### src/rtl/xge_pkt_gen.sv
// Deterministic Ethernet frame source for the 10G MAC transmit interface.
// Emits numbered frames with configurable length, count and gap.
module xge_pkt_gen #(
    parameter logic [47:0] DST_MAC   = 48'hFFFFFFFFFFFF,
    parameter logic [47:0] SRC_MAC   = 48'h000A35000001,
    parameter logic [15:0] ETHERTYPE = 16'h88B5,
    parameter int          MIN_LEN   = 60,
    parameter int          MAX_LEN   = 9596
) (
    input  logic        clk_156,
    input  logic        reset_156,
    input  logic        start,
    input  logic        stop,
    input  logic [13:0] cfg_len,
    input  logic [31:0] cfg_num_pkts,
    input  logic [7:0]  cfg_ipg,
    input  logic        pkt_tx_full,
    output logic [63:0] pkt_tx_data,
    output logic        pkt_tx_sop,
    output logic        pkt_tx_eop,
    output logic [2:0]  pkt_tx_mod,
    output logic        pkt_tx_val,
    output logic        busy,
    output logic        done,
    output logic [31:0] pkt_count,
    output logic [47:0] byte_count
);

    localparam logic [13:0] LP_MIN = 14'(MIN_LEN);
    localparam logic [13:0] LP_MAX = 14'(MAX_LEN);
    localparam logic [63:0] LP_HDR0 = {DST_MAC, SRC_MAC[47:32]};
    localparam logic [63:0] LP_HDR1 = {SRC_MAC[31:0], ETHERTYPE, 16'h0000};

    typedef enum logic [2:0] {
        S_IDLE,
        S_LOAD,
        S_SEND,
        S_GAP,
        S_FIN
    } state_t;

    state_t      r_state;
    logic [13:0] r_len;
    logic [10:0] r_nw;
    logic [10:0] r_k;
    logic [31:0] r_num;
    logic [7:0]  r_ipg;
    logic [7:0]  r_gap_cnt;
    logic [31:0] r_seq;
    logic        r_stop_seen;
    logic [63:0] r_data;
    logic        r_sop;
    logic        r_eop;
    logic [2:0]  r_mod;
    logic        r_val;
    logic        r_busy;
    logic        r_done;
    logic [31:0] r_pkt_cnt;
    logic [47:0] r_byte_cnt;

    logic [13:0] w_len;
    logic [13:0] w_len_p7;
    logic [10:0] w_nw;
    logic        w_last;
    logic        w_end;
    logic [63:0] w_raw;
    logic [63:0] w_mask;
    logic [63:0] w_word;

    // Clamp the requested length and derive the word count of a frame
    always_comb begin
        w_len = cfg_len;
        if (cfg_len < LP_MIN) begin
            w_len = LP_MIN;
        end else if (cfg_len > LP_MAX) begin
            w_len = LP_MAX;
        end
        w_len_p7 = w_len + 14'd7;
        w_nw     = w_len_p7[13:3];
    end

    // Build the current frame word, zeroing bytes beyond the frame end
    always_comb begin
        w_last = (r_k == r_nw - 11'd1);
        w_end  = ((r_num != 32'd0) && (r_pkt_cnt + 32'd1 == r_num))
                 || r_stop_seen || stop;
        if (r_k == 11'd0) begin
            w_raw = LP_HDR0;
        end else if (r_k == 11'd1) begin
            w_raw = LP_HDR1;
        end else begin
            w_raw = {r_seq, 5'd0, r_k, 2'd0, r_len};
        end
        w_mask = {64{1'b1}};
        if (w_last && (r_len[2:0] != 3'd0)) begin
            w_mask = ~({64{1'b1}} >> {r_len[2:0], 3'b000});
        end
        w_word = w_raw & w_mask;
    end

    // Run control FSM with registered transmit outputs and counters
    always_ff @(posedge clk_156) begin
        if (reset_156) begin
            r_state     <= S_IDLE;
            r_len       <= '0;
            r_nw        <= '0;
            r_k         <= '0;
            r_num       <= '0;
            r_ipg       <= '0;
            r_gap_cnt   <= '0;
            r_seq       <= '0;
            r_stop_seen <= 1'b0;
            r_data      <= '0;
            r_sop       <= 1'b0;
            r_eop       <= 1'b0;
            r_mod       <= '0;
            r_val       <= 1'b0;
            r_busy      <= 1'b0;
            r_done      <= 1'b0;
            r_pkt_cnt   <= '0;
            r_byte_cnt  <= '0;
        end else begin
            r_data <= '0;
            r_sop  <= 1'b0;
            r_eop  <= 1'b0;
            r_mod  <= '0;
            r_val  <= 1'b0;
            r_done <= 1'b0;
            case (r_state)
                S_IDLE: begin
                    if (start) begin
                        r_state <= S_LOAD;
                    end
                end
                S_LOAD: begin
                    r_len       <= w_len;
                    r_nw        <= w_nw;
                    r_num       <= cfg_num_pkts;
                    r_ipg       <= cfg_ipg;
                    r_seq       <= '0;
                    r_pkt_cnt   <= '0;
                    r_byte_cnt  <= '0;
                    r_busy      <= 1'b1;
                    r_stop_seen <= stop;
                    r_k         <= '0;
                    r_state     <= S_SEND;
                    if (!pkt_tx_full) begin
                        r_data <= LP_HDR0;
                        r_val  <= 1'b1;
                        r_sop  <= 1'b1;
                        r_k    <= 11'd1;
                    end
                end
                S_SEND: begin
                    if (stop) begin
                        r_stop_seen <= 1'b1;
                    end
                    if (!pkt_tx_full) begin
                        r_data <= w_word;
                        r_val  <= 1'b1;
                        r_sop  <= (r_k == 11'd0);
                        if (w_last) begin
                            r_eop      <= 1'b1;
                            r_mod      <= r_len[2:0];
                            r_k        <= '0;
                            r_pkt_cnt  <= r_pkt_cnt + 32'd1;
                            r_byte_cnt <= r_byte_cnt + {34'd0, r_len};
                            r_seq      <= r_seq + 32'd1;
                            if (w_end) begin
                                r_state <= S_FIN;
                            end else if (r_ipg != 8'd0) begin
                                r_gap_cnt <= r_ipg - 8'd1;
                                r_state   <= S_GAP;
                            end
                        end else begin
                            r_k <= r_k + 11'd1;
                        end
                    end
                end
                S_GAP: begin
                    if (stop) begin
                        r_state <= S_FIN;
                    end else if (r_gap_cnt == 8'd0) begin
                        r_state <= S_SEND;
                    end else begin
                        r_gap_cnt <= r_gap_cnt - 8'd1;
                    end
                end
                S_FIN: begin
                    r_done  <= 1'b1;
                    r_busy  <= 1'b0;
                    r_state <= S_IDLE;
                end
                default: begin
                    r_state <= S_IDLE;
                end
            endcase
        end
    end

    assign pkt_tx_data = r_data;
    assign pkt_tx_sop  = r_sop;
    assign pkt_tx_eop  = r_eop;
    assign pkt_tx_mod  = r_mod;
    assign pkt_tx_val  = r_val;
    assign busy        = r_busy;
    assign done        = r_done;
    assign pkt_count   = r_pkt_cnt;
    assign byte_count  = r_byte_cnt;

endmodule

### config.mk
export PLATFORM = sky130hd
export DESIGN_NAME = xge_pkt_gen
export DESIGN_NICKNAME = d
export VERILOG_FILES = /design/src/rtl/xge_pkt_gen.sv
export SDC_FILE = /design/constraint.sdc
export NUM_CORES = 1
export LEC_CHECK = 0
export ABC_AREA = 0
export BUFFER_PORTS_ARGS = -buffer_cell sky130_fd_sc_hd__buf_4
export CORE_MARGIN = 4
export CORE_UTILIZATION = 50
export DETAILED_ROUTE_END_ITERATION = 10
export PLACE_DENSITY = 0.68
export SETUP_SLACK_MARGIN = 0.15
export SLEW_MARGIN = 40
export SYNTH_ARGS = -nofsm -noshare
export SYNTH_HDL_FRONTEND = slang
export SYNTH_SLANG_ARGS = --single-unit
export TNS_END_PERCENT = 30
### constraint.sdc
create_clock -name clk_156 -period 3.9 [get_ports clk_156]
set_input_delay 0.195 -clock clk_156 [delete_from_list [all_inputs] [get_ports clk_156]]
set_output_delay 0.195 -clock clk_156 [all_outputs]
set_load 0.02 [all_outputs]
==> summary.md <==
| Metric | Value |
|---|---|
| Area Overhead vs Synth | 25.1% |
| TritonCTS clock tree | built |
| Psw | 0.00328 W |
| Post-DP HPWL | about 30 mm |
| Synth Area per Inst | 7.86 sq um |
| Synth top area share | 0.400 |
| CP required | ~4400 ps |
| Setup CP Type | flop to flop |
| Vias in the first global route | roughly 12000 |
| Max Slew Vio Count | 0 |
| Leak | between 6 and 7 nW |
| Chip Height | 172 um |
| Clk_lat worst skew | 570 ps |
| Hold WS | 67.8 ps |
| Placed insts | 2180 |
| Post-synth cell types | 73 |
| Final Critical Period | 3590 ps |
| Nets | 2011 |
| # fillers | 2360 |
| Worst Hold Class | input port to flop |
| Clk sink count | 267 |
| Pin count of the biggest net entering global routing | 63 |
| Synthesized instance count | approximately 1700 |
| Row count | 59 |
| H-tree depth | 1 |
| Hold Fails Final Rpt | 0 |
| Initial antenna violation count | 0 |
| First-pass GRT wire length | 66.1 mm |
| Most common cell after layout, fill and taps aside | dfxtp_1 |
| Iter 0 DRT Violations | 1040 |
| Max Fanout on Critical Path | 8 |
| DRC viols | 0 |
| CP Launch Type | flop |
| Post-synth EDFFs | 0 |
| Cell area after layout | about 0.017 sq mm |
| Yosys reg bits | 267 |
| Antenna fix cells | 0 |
| Clock power frac | 0.300 |
| Cell Count, Final, Fillers Out | 2284 |
| Least-Margin Pin Slew | approximately 780 ps |
| CTS max path bufs | 3 |
| Logic pwr share | 0.317 |
| Placed inst area | 0.0152 sq mm |
| Via count | roughly 13000 |
| Slew margin rel. | 0.476 |
| Gpl congestion | approximately 0.94 |
| Max Cap Violations | 0 |
| Switching share of power | 0.372 |
| Reg2reg path depth | 12 |
| Clk root buf | clkbuf_16 |
| Sequential Power Share | 0.384 |
| # IOs | 211 |
| Fraction of layout cells with a size suffix above 1 | 0.165 |
| Worst Path Arrival | 4040 ps |
| Sequential-to-total area share from yosys stat | 0.400 |
| Core Footprint | 0.0262 sq mm |
| Post-Syn Area | approximately 0.013 sq mm |
| RSZ-0062 raised after global routing | yes |
| Synth warn | 0 |
| DRT Pass-1 Iters | 6 |
| Hold path cells | 3 |
| Post-DRT Antenna Nets | 0 |
| Final period util | 0.920 |
| WL/cell | 18.2 um |
| Status | finished, final reports clean |
| Peak supply drop | 0.299 mV |
| Overall power | 0.00880 W |
| Top post-synthesis cells by area | dfxtp_1 40%, a21oi_1 7.4%, nand2_1 5.7% |
| Clk slew on worst S/H paths | 60 ps |
| DR vias/cell | 5.80 |
| Overall routed net length | 41.6 mm |
| Synth async-reset ratio | 0 |
| Total Routing Usage GR | 0.274 |
| Most frequent cells in the layout | 266 x dfxtp_1, 244 x buf_4, 201 x nand2_1, 198 x a21oi_1, 179 x nor2_1 |
| Initial Utilization | 0.510 |
| Post-route setup TNS | 0 ps |
| Dominant cell type by area after synthesis | dfxtp_1 |
| IO buf count | 208 |
| Fmax | 0.279 GHz |
| PD cells | around 530 mW/mm^2 |
| CTS buffer count | 29 |
| Internal power | 0.00553 W |
| Ys flop type | dfxtp_1 |
| Die ar. | 0.0294 sq mm |
| Clk_skew | 12.5 ps |
| DIE WIDTH | 172 um |
| CP Capture Type | flop |
| Total gr overflow | 0 |
| Setup-failing EPs final | 0 |
## metal layers
layer,track usage,up-vias,share of wire
li1,-,6433,-
met1,0.399,6259,0.46
met2,0.430,501,0.44
met3,0.0485,43,0.085
met4,0.0520,0,0.015
met5,0,-,0
## flip-flops by register name (all words and copies together) (netlist names), 3 cells and up
register / cells
r_k: 11
r_nw: 11
r_gap_cnt: 8
pkt_tx_data: 59
r_num: 32
r_len: 14
r_ipg: 8
pkt_count: 32
r_seq: 32
r_state: 3
pkt_tx_mod: 3
byte_count: 48
## cell families (layout without fill, tap and decap cells)
| group | count (synthesis) | count (layout) | synth area share |
|---|---|---|---|
| fa+ha+maj | 22 | 22 | 0.0211 |
| xor+xnor | 116 | 116 | 0.0760 |
| flops | 267 | 267 | 0.400 |
| buf+inv | 132 | 378 | 0.0406 |
| other cells | 1 | 2 | 0.000280 |
| mux | 6 | 6 | 0.00449 |
| simple gates | 747 | 747 | 0.281 |
| compound gates | 411 | 411 | 0.177 |
## worst max-delay path, stage by stage (launching register included)
cell and delay, ps:
dfxtp_1 330, ha_1 250, and3_1 290, nand4_1 220, buf_4 230, o21a_1 180
or2_2 300, o31ai_1 390, o2111ai_1 320, o211ai_1 410, nand2_2 80, o2111a_1 230
a221o_1 250
## synth_stat cells (30+ instances only)
library cell and count:
dfxtp_1 267, nor4_1 32, inv_1 30, nand3_1 65, xor2_1 46, and3_1 33
and2_1 33, a21oi_1 199, nor3_1 51, nor2_1 180, o21ai_0 105, xnor2_1 70
nand2_1 202, clkbuf_1 78, or3_1 45
## path summary, 6_finish.rpt
kind | startpoint | endpoint | slack, ps
min | cfg_len[7] | r_len[7] | 70
max reg2reg | pkt_count[0] | r_gap_cnt[2] | 310
min reg2reg | r_len[13] | r_len[13] | 470
max | pkt_count[0] | r_gap_cnt[2] | 310
## what timing repair did
action                     in CTS  in global routing
buffers inserted                0                  1
resized for setup               0                 10
hold endpoints to repair       60                  0
hold buffers                   53                  0
setup endpoints to repair       0                 62
## through the flow
stage,setup slack (ps),utilization
global route,89.6,0.639
detailed placement,259,0.581
floorplan,469,-
global placement,365,0.581
finish,313,0.639
CTS,237,0.636
## layout make-up
| class | count | area, sq um | area share |
|---|---|---|---|
| Sequential cell | 267 | 5350 | 0.319 |
| Inverter | 30 | 113 | 0.00673 |
| Clock buffer | 42 | 835 | 0.0499 |
| Timing Repair Buffer | 298 | 2380 | 0.142 |
| Clock inverter | 8 | 72.6 | 0.00434 |
| Multi-Input combinational cell | 1304 | 7570 | 0.452 |
| Tap cell | 335 | 419 | 0.0250 |
## power groups by stage
stage	registers [W]	clock network, W	logic [W]
after floorplan	0.00342	0	0.00175
after global placement	0.00342	0	0.00264
after detailed placement	0.00342	0	0.00267
after CTS	0.00337	0.00269	0.00272
after global routing	0.00341	0.00278	0.00306
final	0.00338	0.00264	0.00279
Power figures use the tool's default switching activity.
